**src/rtl/axi_ram_wr_sched_if.sv**
```systemverilog
// Purpose : AXI4 write-channel bundle (AW/W/B) between the write scheduler and the RAM slave.
// Latency : none, wires only.
// Backpressure: carried by awready/wready (slave to master) and bready (master to slave).
// Ports   : master drives aw*, w*, bready; slave drives awready, wready, bresp, bvalid.
interface axi_ram_wr_sched_if #(
    parameter int DATA_WIDTH = 32,
    parameter int ADDR_WIDTH = 16,
    parameter int STRB_WIDTH = DATA_WIDTH / 8
);
    logic [ADDR_WIDTH-1:0] awaddr;
    logic [7:0]            awlen;
    logic [2:0]            awsize;
    logic [1:0]            awburst;
    logic                  awvalid;
    logic                  awready;
    logic [DATA_WIDTH-1:0] wdata;
    logic [STRB_WIDTH-1:0] wstrb;
    logic                  wlast;
    logic                  wvalid;
    logic                  wready;
    logic [1:0]            bresp;
    logic                  bvalid;
    logic                  bready;

    modport master (
        output awaddr, awlen, awsize, awburst, awvalid,
        output wdata, wstrb, wlast, wvalid,
        output bready,
        input  awready, wready, bresp, bvalid
    );

    modport slave (
        input  awaddr, awlen, awsize, awburst, awvalid,
        input  wdata, wstrb, wlast, wvalid,
        input  bready,
        output awready, wready, bresp, bvalid
    );
endinterface

```
**src/rtl/axi_ram_wr_sched.sv**
```systemverilog
// Purpose : splits a (byte address, word count) job into 4 KB-safe INCR write bursts to an AXI4 RAM.
// Latency : AW one cycle after start or previous B; W beats pass straight through; done one cycle after last B.
// Backpressure: one burst outstanding; producer stalls and wready stalls pass through combinationally.
// Ports   : clk/rst; i_start/i_cfg_addr/i_cfg_words job request; o_busy/o_done/o_err status;
//           i_s_data/i_s_valid/o_s_ready producer stream; m_axi AXI4 write master (AW/W/B).
module axi_ram_wr_sched #(
    parameter int DATA_WIDTH = 32,
    parameter int ADDR_WIDTH = 16,
    parameter int STRB_WIDTH = DATA_WIDTH / 8,
    parameter int BURST_MAX  = 16,
    parameter int CNT_WIDTH  = 16
) (
    input  logic                  clk,
    input  logic                  rst,
    input  logic                  i_start,
    input  logic [ADDR_WIDTH-1:0] i_cfg_addr,
    input  logic [CNT_WIDTH-1:0]  i_cfg_words,
    output logic                  o_busy,
    output logic                  o_done,
    output logic                  o_err,
    input  logic [DATA_WIDTH-1:0] i_s_data,
    input  logic                  i_s_valid,
    output logic                  o_s_ready,
    axi_ram_wr_sched_if.master    m_axi
);
    localparam int ALIGN = $clog2(STRB_WIDTH);
    localparam logic [ADDR_WIDTH-1:0] ALIGN_MASK = ~ADDR_WIDTH'(STRB_WIDTH - 1);

    typedef enum logic [1:0] {ST_IDLE, ST_ADDR, ST_DATA, ST_RESP} state_t;

    state_t                r_state;
    logic [ADDR_WIDTH-1:0] r_addr;
    logic [CNT_WIDTH-1:0]  r_remaining;
    logic [7:0]            r_len;       // current burst length minus one, held until RESP completes
    logic [7:0]            r_beat;
    logic                  r_awvalid;
    logic                  r_bready;
    logic                  r_busy;
    logic                  r_done;
    logic                  r_err;

    logic [ADDR_WIDTH-1:0] w_start_addr;
    logic [ADDR_WIDTH-1:0] w_next_addr;
    logic [CNT_WIDTH-1:0]  w_next_rem;
    logic [8:0]            w_beats;
    logic                  w_in_data;
    logic                  w_wlast;
    logic                  w_w_hs;

    // Burst length minus one: smallest of words left, BURST_MAX and words up to the next 4 KB line.
    // Because the wrap point of the address space is itself 4 KB aligned, this also stops wrap straddles.
    function automatic logic [7:0] f_len(input logic [11:0] a_lo, input logic [CNT_WIDTH-1:0] rem);
        logic [31:0] room;
        logic [31:0] n;
        room = (32'd4096 - {20'd0, a_lo}) >> ALIGN;
        n    = 32'(BURST_MAX);
        if (room < n)
            n = room;
        if (32'(rem) < n)
            n = 32'(rem);
        return 8'(n - 32'd1);
    endfunction

    assign w_start_addr = i_cfg_addr & ALIGN_MASK;
    assign w_beats      = {1'b0, r_len} + 9'd1;
    assign w_next_addr  = r_addr + (ADDR_WIDTH'(w_beats) << ALIGN);
    assign w_next_rem   = r_remaining - CNT_WIDTH'(w_beats);
    assign w_in_data    = (r_state == ST_DATA);
    assign w_wlast      = w_in_data && (r_beat == r_len);
    assign w_w_hs       = w_in_data && i_s_valid && m_axi.wready;

    assign o_busy        = r_busy;
    assign o_done        = r_done;
    assign o_err         = r_err;
    assign o_s_ready     = w_in_data && m_axi.wready;

    assign m_axi.awaddr  = r_addr;
    assign m_axi.awlen   = r_len;
    assign m_axi.awsize  = 3'(ALIGN);
    assign m_axi.awburst = 2'b01;
    assign m_axi.awvalid = r_awvalid;
    assign m_axi.wdata   = i_s_data;
    assign m_axi.wstrb   = '1;
    assign m_axi.wlast   = w_wlast;
    assign m_axi.wvalid  = w_in_data && i_s_valid;
    assign m_axi.bready  = r_bready;

    always_ff @(posedge clk) begin
        if (rst) begin
            r_state     <= ST_IDLE;
            r_addr      <= '0;
            r_remaining <= '0;
            r_len       <= '0;
            r_beat      <= '0;
            r_awvalid   <= 1'b0;
            r_bready    <= 1'b0;
            r_busy      <= 1'b0;
            r_done      <= 1'b0;
            r_err       <= 1'b0;
        end else begin
            r_done <= 1'b0;
            case (r_state)
                ST_IDLE: begin
                    if (i_start) begin
                        if (i_cfg_words != '0) begin
                            r_addr      <= w_start_addr;
                            r_remaining <= i_cfg_words;
                            r_len       <= f_len(w_start_addr[11:0], i_cfg_words);
                            r_err       <= 1'b0;
                            r_busy      <= 1'b1;
                            r_awvalid   <= 1'b1;
                            r_state     <= ST_ADDR;
                        end else begin
                            // empty job: acknowledge without touching the bus
                            r_done <= 1'b1;
                        end
                    end
                end
                ST_ADDR: begin
                    if (r_awvalid && m_axi.awready) begin
                        r_awvalid <= 1'b0;
                        r_beat    <= '0;
                        r_state   <= ST_DATA;
                    end
                end
                ST_DATA: begin
                    if (w_w_hs) begin
                        r_beat <= r_beat + 8'd1;
                        if (w_wlast) begin
                            r_bready <= 1'b1;
                            r_state  <= ST_RESP;
                        end
                    end
                end
                ST_RESP: begin
                    if (m_axi.bvalid) begin
                        r_bready    <= 1'b0;
                        r_err       <= r_err | (m_axi.bresp != 2'b00);
                        r_addr      <= w_next_addr;
                        r_remaining <= w_next_rem;
                        if (w_next_rem == '0) begin
                            r_busy  <= 1'b0;
                            r_done  <= 1'b1;
                            r_state <= ST_IDLE;
                        end else begin
                            r_len     <= f_len(w_next_addr[11:0], w_next_rem);
                            r_awvalid <= 1'b1;
                            r_state   <= ST_ADDR;
                        end
                    end
                end
                default: r_state <= ST_IDLE;
            endcase
        end
    end
endmodule

```
**src/flat_wrapper.sv**
```systemverilog
// flat-port wrapper written by rule: the top's interface ports become plain ports
module axi_ram_wr_sched_flat 
#(
    parameter int DATA_WIDTH = 32,
    parameter int ADDR_WIDTH = 16,
    parameter int STRB_WIDTH = DATA_WIDTH / 8,
    parameter int BURST_MAX  = 16,
    parameter int CNT_WIDTH  = 16
)
  (clk, rst, i_start, i_cfg_addr, i_cfg_words, o_busy, o_done, o_err, i_s_data, i_s_valid, o_s_ready, m_axi_awaddr, m_axi_awlen, m_axi_awsize, m_axi_awburst, m_axi_awvalid, m_axi_wdata, m_axi_wstrb, m_axi_wlast, m_axi_wvalid, m_axi_bready, m_axi_awready, m_axi_wready, m_axi_bresp, m_axi_bvalid);
  axi_ram_wr_sched_if #(.DATA_WIDTH(DATA_WIDTH), .ADDR_WIDTH(ADDR_WIDTH), .STRB_WIDTH(STRB_WIDTH)) m_axi_i ();
  input  logic clk;
  input  logic rst;
  input  logic i_start;
  input  logic [ADDR_WIDTH-1:0] i_cfg_addr;
  input  logic [CNT_WIDTH-1:0] i_cfg_words;
  output logic o_busy;
  output logic o_done;
  output logic o_err;
  input  logic [DATA_WIDTH-1:0] i_s_data;
  input  logic i_s_valid;
  output logic o_s_ready;
  output wire logic [$bits(m_axi_i.awaddr)-1:0] m_axi_awaddr;
  output wire logic [$bits(m_axi_i.awlen)-1:0] m_axi_awlen;
  output wire logic [$bits(m_axi_i.awsize)-1:0] m_axi_awsize;
  output wire logic [$bits(m_axi_i.awburst)-1:0] m_axi_awburst;
  output wire logic [$bits(m_axi_i.awvalid)-1:0] m_axi_awvalid;
  output wire logic [$bits(m_axi_i.wdata)-1:0] m_axi_wdata;
  output wire logic [$bits(m_axi_i.wstrb)-1:0] m_axi_wstrb;
  output wire logic [$bits(m_axi_i.wlast)-1:0] m_axi_wlast;
  output wire logic [$bits(m_axi_i.wvalid)-1:0] m_axi_wvalid;
  output wire logic [$bits(m_axi_i.bready)-1:0] m_axi_bready;
  input wire logic [$bits(m_axi_i.awready)-1:0] m_axi_awready;
  input wire logic [$bits(m_axi_i.wready)-1:0] m_axi_wready;
  input wire logic [$bits(m_axi_i.bresp)-1:0] m_axi_bresp;
  input wire logic [$bits(m_axi_i.bvalid)-1:0] m_axi_bvalid;
  assign m_axi_awaddr = m_axi_i.awaddr;
  assign m_axi_awlen = m_axi_i.awlen;
  assign m_axi_awsize = m_axi_i.awsize;
  assign m_axi_awburst = m_axi_i.awburst;
  assign m_axi_awvalid = m_axi_i.awvalid;
  assign m_axi_wdata = m_axi_i.wdata;
  assign m_axi_wstrb = m_axi_i.wstrb;
  assign m_axi_wlast = m_axi_i.wlast;
  assign m_axi_wvalid = m_axi_i.wvalid;
  assign m_axi_bready = m_axi_i.bready;
  assign m_axi_i.awready = m_axi_awready;
  assign m_axi_i.wready = m_axi_wready;
  assign m_axi_i.bresp = m_axi_bresp;
  assign m_axi_i.bvalid = m_axi_bvalid;
  axi_ram_wr_sched #(.DATA_WIDTH(DATA_WIDTH), .ADDR_WIDTH(ADDR_WIDTH), .STRB_WIDTH(STRB_WIDTH), .BURST_MAX(BURST_MAX), .CNT_WIDTH(CNT_WIDTH)) u_core (.clk(clk), .rst(rst), .i_start(i_start), .i_cfg_addr(i_cfg_addr), .i_cfg_words(i_cfg_words), .o_busy(o_busy), .o_done(o_done), .o_err(o_err), .i_s_data(i_s_data), .i_s_valid(i_s_valid), .o_s_ready(o_s_ready), .m_axi(m_axi_i));
endmodule
```
**config.mk**
```make
export PLATFORM = sky130hd
export DESIGN_NAME = axi_ram_wr_sched_flat
export DESIGN_NICKNAME = d
export VERILOG_FILES = /design/src/rtl/axi_ram_wr_sched_if.sv /design/src/rtl/axi_ram_wr_sched.sv /design/src/flat_wrapper.sv
export SDC_FILE = /design/constraint.sdc
export NUM_CORES = 1
export LEC_CHECK = 0
export ABC_AREA = 1
export CORE_ASPECT_RATIO = 1.25
export CORE_MARGIN = 5
export CORE_UTILIZATION = 54
export DETAILED_ROUTE_END_ITERATION = 10
export GPL_TIMING_DRIVEN = 1
export MAX_ROUTING_LAYER = met4
export PLACE_DENSITY = 0.87
export SETUP_SLACK_MARGIN = 0.15
export SYNTH_ARGS = -nofsm -noshare
export SYNTH_HDL_FRONTEND = slang
export SYNTH_SLANG_ARGS = --single-unit
```
**constraint.sdc**
```tcl
create_clock -name clk -period 9.1 [get_ports clk]
set_input_delay 0.91 -clock clk [delete_from_list [all_inputs] [get_ports clk]]
set_output_delay 0.91 -clock clk [all_outputs]
set_load 0.1 [all_outputs]
```
==> flow_summary_export.csv <==
group,metric,value,unit
run_status,status,"finished, final reports clean",
detailed_routing,ant_nets,0,
global_route,antenna_found_initial,0,
setup_path,ff2ff_path_depth,37,
placed_design,dp_hpwl,10.8,mm
synthesis,yosysWarnings,0,
hold_path,hold_depth,2,
clock_tree,clock_path_buffers,2,
timing,finalCritPeriodShare,59.7,%
cells_and_area,fillers,923,
synthesis,ys_seq_area_share,20.2,%
floorplanning,start_util,55.0,%
synthesis,ys.flop_type,"dfxtp_1",
floorplanning,dieArea,11800,um^2
synthesis,synth-async-reset-ratio,0,%
global_route,gr-total-overflow,0,
synthesis,synth_seq_cells,53,
run,cap_violations,0,
clock_tree,postCtsSetupBuffers,0,
clock_tree,htree_levels,2,
setup_path,crit_top_cell,"nand2_1",
detailed_routing,wl_per_cell,14.1,um
setup_path,endpoint_kind,"flip-flop",
floorplanning,io_pins,146,
timing,hold_violations,0,
detailed_routing,via_per_inst,5.49,
hold_path,hold-path-endpoint,"u_core.o_busy",
timing,report.final.slew_viol_count,0,
setup_path,critPathSlowestCell,"xor2_1",
clock_tree,hold_buffers,0,
floorplanning,core_region_area,9560,um^2
global_route,grt_pass1_vias,5034,
floorplanning,rows,40,
placed_design,port_buffers,68,
timing,fmax,0.184,GHz
placed_design,place_congestion,0.969,
setup_path,critPathRequiredTime,9.34,ns
detailed_routing,drc,0,
setup_path,path_max_fanout,6,
cells_and_area,nets,982,
clock_tree,clk_pin_slew,0.07,ns
cells_and_area,area_growth_syn_to_layout,13.3,%
global_route,grt_pass1_wl,22.8,mm
timing,slew_headroom,32.7,%
detailed_routing,routed_wl,13.9,mm
global_route,grt_use_total,23.9,%
clock_tree,cts.sinks,53,
clock_tree,cts_buffers,5,
timing,fin_skew,0.00669,ns
floorplanning,dieHeight,120,um
synthesis,synth_edf_count,0,
synthesis,synthDistinctLibCells,54,
setup_path,worstSetupPathType,"reg2reg",
clock_tree,cts_resized,0,
setup_path,worstPathArrival,5.67,ns
cells_and_area,antenna_cells,0,
setup_path,r2r_setup_slack,3.67,ns
detailed_routing,drt-pass1-iter-count,6,
timing,fin_crit,5.43,ns
clock_tree,clockRootBuffer,"clkbuf_16",
detailed_routing,vias,5417,
setup_path,cpPeakStageDelay,0.47,ns
clock_tree,clk_latency,0.30,ns
setup_path,reg2reg_to,"u_core.m_axi.awlen[6]",
synthesis,syn_avg_cell_area,6.41,um^2
clock_tree,cts_tree,"done",
setup_path,start_kind,"flip-flop",
timing,setup_tns,0,ns
floorplanning,die_w,98.3,um
synthesis,synth_area,5260,um^2
detailed_routing,first_iter_violations,390,
timing,setup_viol,0,
timing,rsz0062_at_grt,"no",
cells_and_area,drive_gt1_share,6.16,%
timing,tightestPinTransition,1.01,ns
setup_path,worstReg2RegStart,"u_core.m_axi.awlen[0]",
synthesis,synthCells,821,
hold_path,min-delay-start,"u_core.o_busy",
hold_path,hp-class,"reg2reg",
global_route,grt_start_max_net_pins,31,
[worst max path at each step]
stage / startpoint / end / slack (ns) / cells past startpoint
5_1_grt: u_core.m_axi.awlen[0] / u_core.m_axi.awlen[6] / 3.13 / 37
3_5_place_dp: u_core.m_axi.awlen[0] / u_core.m_axi.awlen[6] / 3.81 / 37
3_3_place_gp: u_core.m_axi.awlen[0] / u_core.m_axi.awlen[6] / 3.90 / 37
2_1_floorplan: u_core.m_axi.awlen[0] / u_core.m_axi.awlen[6] / 4.10 / 38
6_report: u_core.m_axi.awlen[0] / u_core.m_axi.awlen[6] / 3.67 / 37
4_1_cts: u_core.m_axi.awlen[0] / u_core.m_axi.awlen[6] / 3.77 / 37
[placed cells by master (no fill, tap or decap), types with 12 or more instances in the layout]
cell type and count:
nor3_1 16, nand2_2 12, nand2_1 197, xor2_1 15, dfxtp_1 53, ha_1 46, nor2_1 60, nand3_1 54
clkdlybuf4s50_1 68, conb_1 21, a21oi_1 49, nand4_1 16, inv_1 118, o21ai_0 30
[per-layer routing]
layer,GRT usage (%),share of wire [%]
met2,39.3,46
met1,28.9,43
met5,-,0
met4,11.7,4.3
met3,3.12,6.7
[flip-flops by register name, summed over array words and instances, names as in the netlist]
name,flops
u_core.m_axi.bready,1
u_core.r_remaining,16
u_core.m_axi.awlen,8
u_core.m_axi.awaddr,14
u_core.r_beat,8
u_core.m_axi.awvalid,1
u_core.o_err,1
u_core.o_busy,1
u_core.r_state,2
u_core.o_done,1
[worst max-delay path: cells and delay by family (launching register included)]
| kind | cells | cell delay [ns] |
|---|---|---|
| AO/OA/AOI/OAI | 2 | 0.26 |
| XOR/XNOR | 1 | 0.47 |
| adder cells (fa/ha/maj) | 3 | 0.91 |
| buffers and inverters | 5 | 0.56 |
| flip-flops | 1 | 0.39 |
| AND/OR/NAND/NOR | 26 | 2.77 |
[final cells by class]
type	count	area, um^2	area share [%]
multi-input combinational	604	3420	57.3
sequential	53	1060	17.8
timing repair buffer	72	711	11.9
inverter	125	469	7.87
tap	126	158	2.65
clock buffer	7	143	2.39
[kinds of logic (layout without fill, tap and decap cells)]
logic type	count (synthesis)	in the layout	share of synthesized area, %
and+or+nand+nor	385	385	32.9
buffers and inverters	183	204	16.2
AOI/OAI and AO/OA	132	132	15.7
DFF	53	53	20.2
adders and majority gates	48	48	11.7
xor gates and xnor gates	18	18	3.14
other	2	21	0.143
[stage by stage]
stage	hold slack [ns]	setup WS, ns	cells	utilization [%]	instance area (um^2)
floorplan	0.467	4.10	840	-	5330
global placement	0.469	3.90	980	60.8	5820
detailed placement	0.472	3.81	980	60.8	5820
CTS	0.483	3.77	987	62.3	5960
global route	0.498	3.13	987	62.3	5960
finish	0.478	3.67	987	62.3	5960
[Yosys cell counts, drive strengths merged, types with 2 or more instances]
| cell type | count | area (um^2) |
|---|---|---|
| xor2 | 16 | 148 |
| conb | 2 | 7.51 |
| a221oi | 3 | 26.3 |
| clkbuf | 11 | 41.3 |
| nor4 | 8 | 56.3 |
| buf | 47 | 343 |
| nor3b | 2 | 15.0 |
| o221ai | 4 | 35.0 |
| o21bai | 2 | 26.3 |
| inv | 124 | 465 |
| o21ai | 33 | 165 |
| fa | 2 | 40.0 |
| a22oi | 8 | 60.1 |
| dfxtp | 53 | 1060 |
| nor2 | 68 | 285 |
| a211oi | 7 | 52.6 |
| nor3 | 16 | 80.1 |
| nand4 | 17 | 113 |
| nand2 | 211 | 837 |
| o211ai | 5 | 42.5 |
| ha | 46 | 576 |
| a31oi | 8 | 50.1 |
| nand3 | 58 | 310 |
| a21oi | 53 | 288 |
| xnor2 | 2 | 17.5 |
| a32oi | 2 | 17.5 |
Power is left out: the tool's default activity adds up to more than one toggle a clock period on the data nets, which glitch-free logic cannot reach.
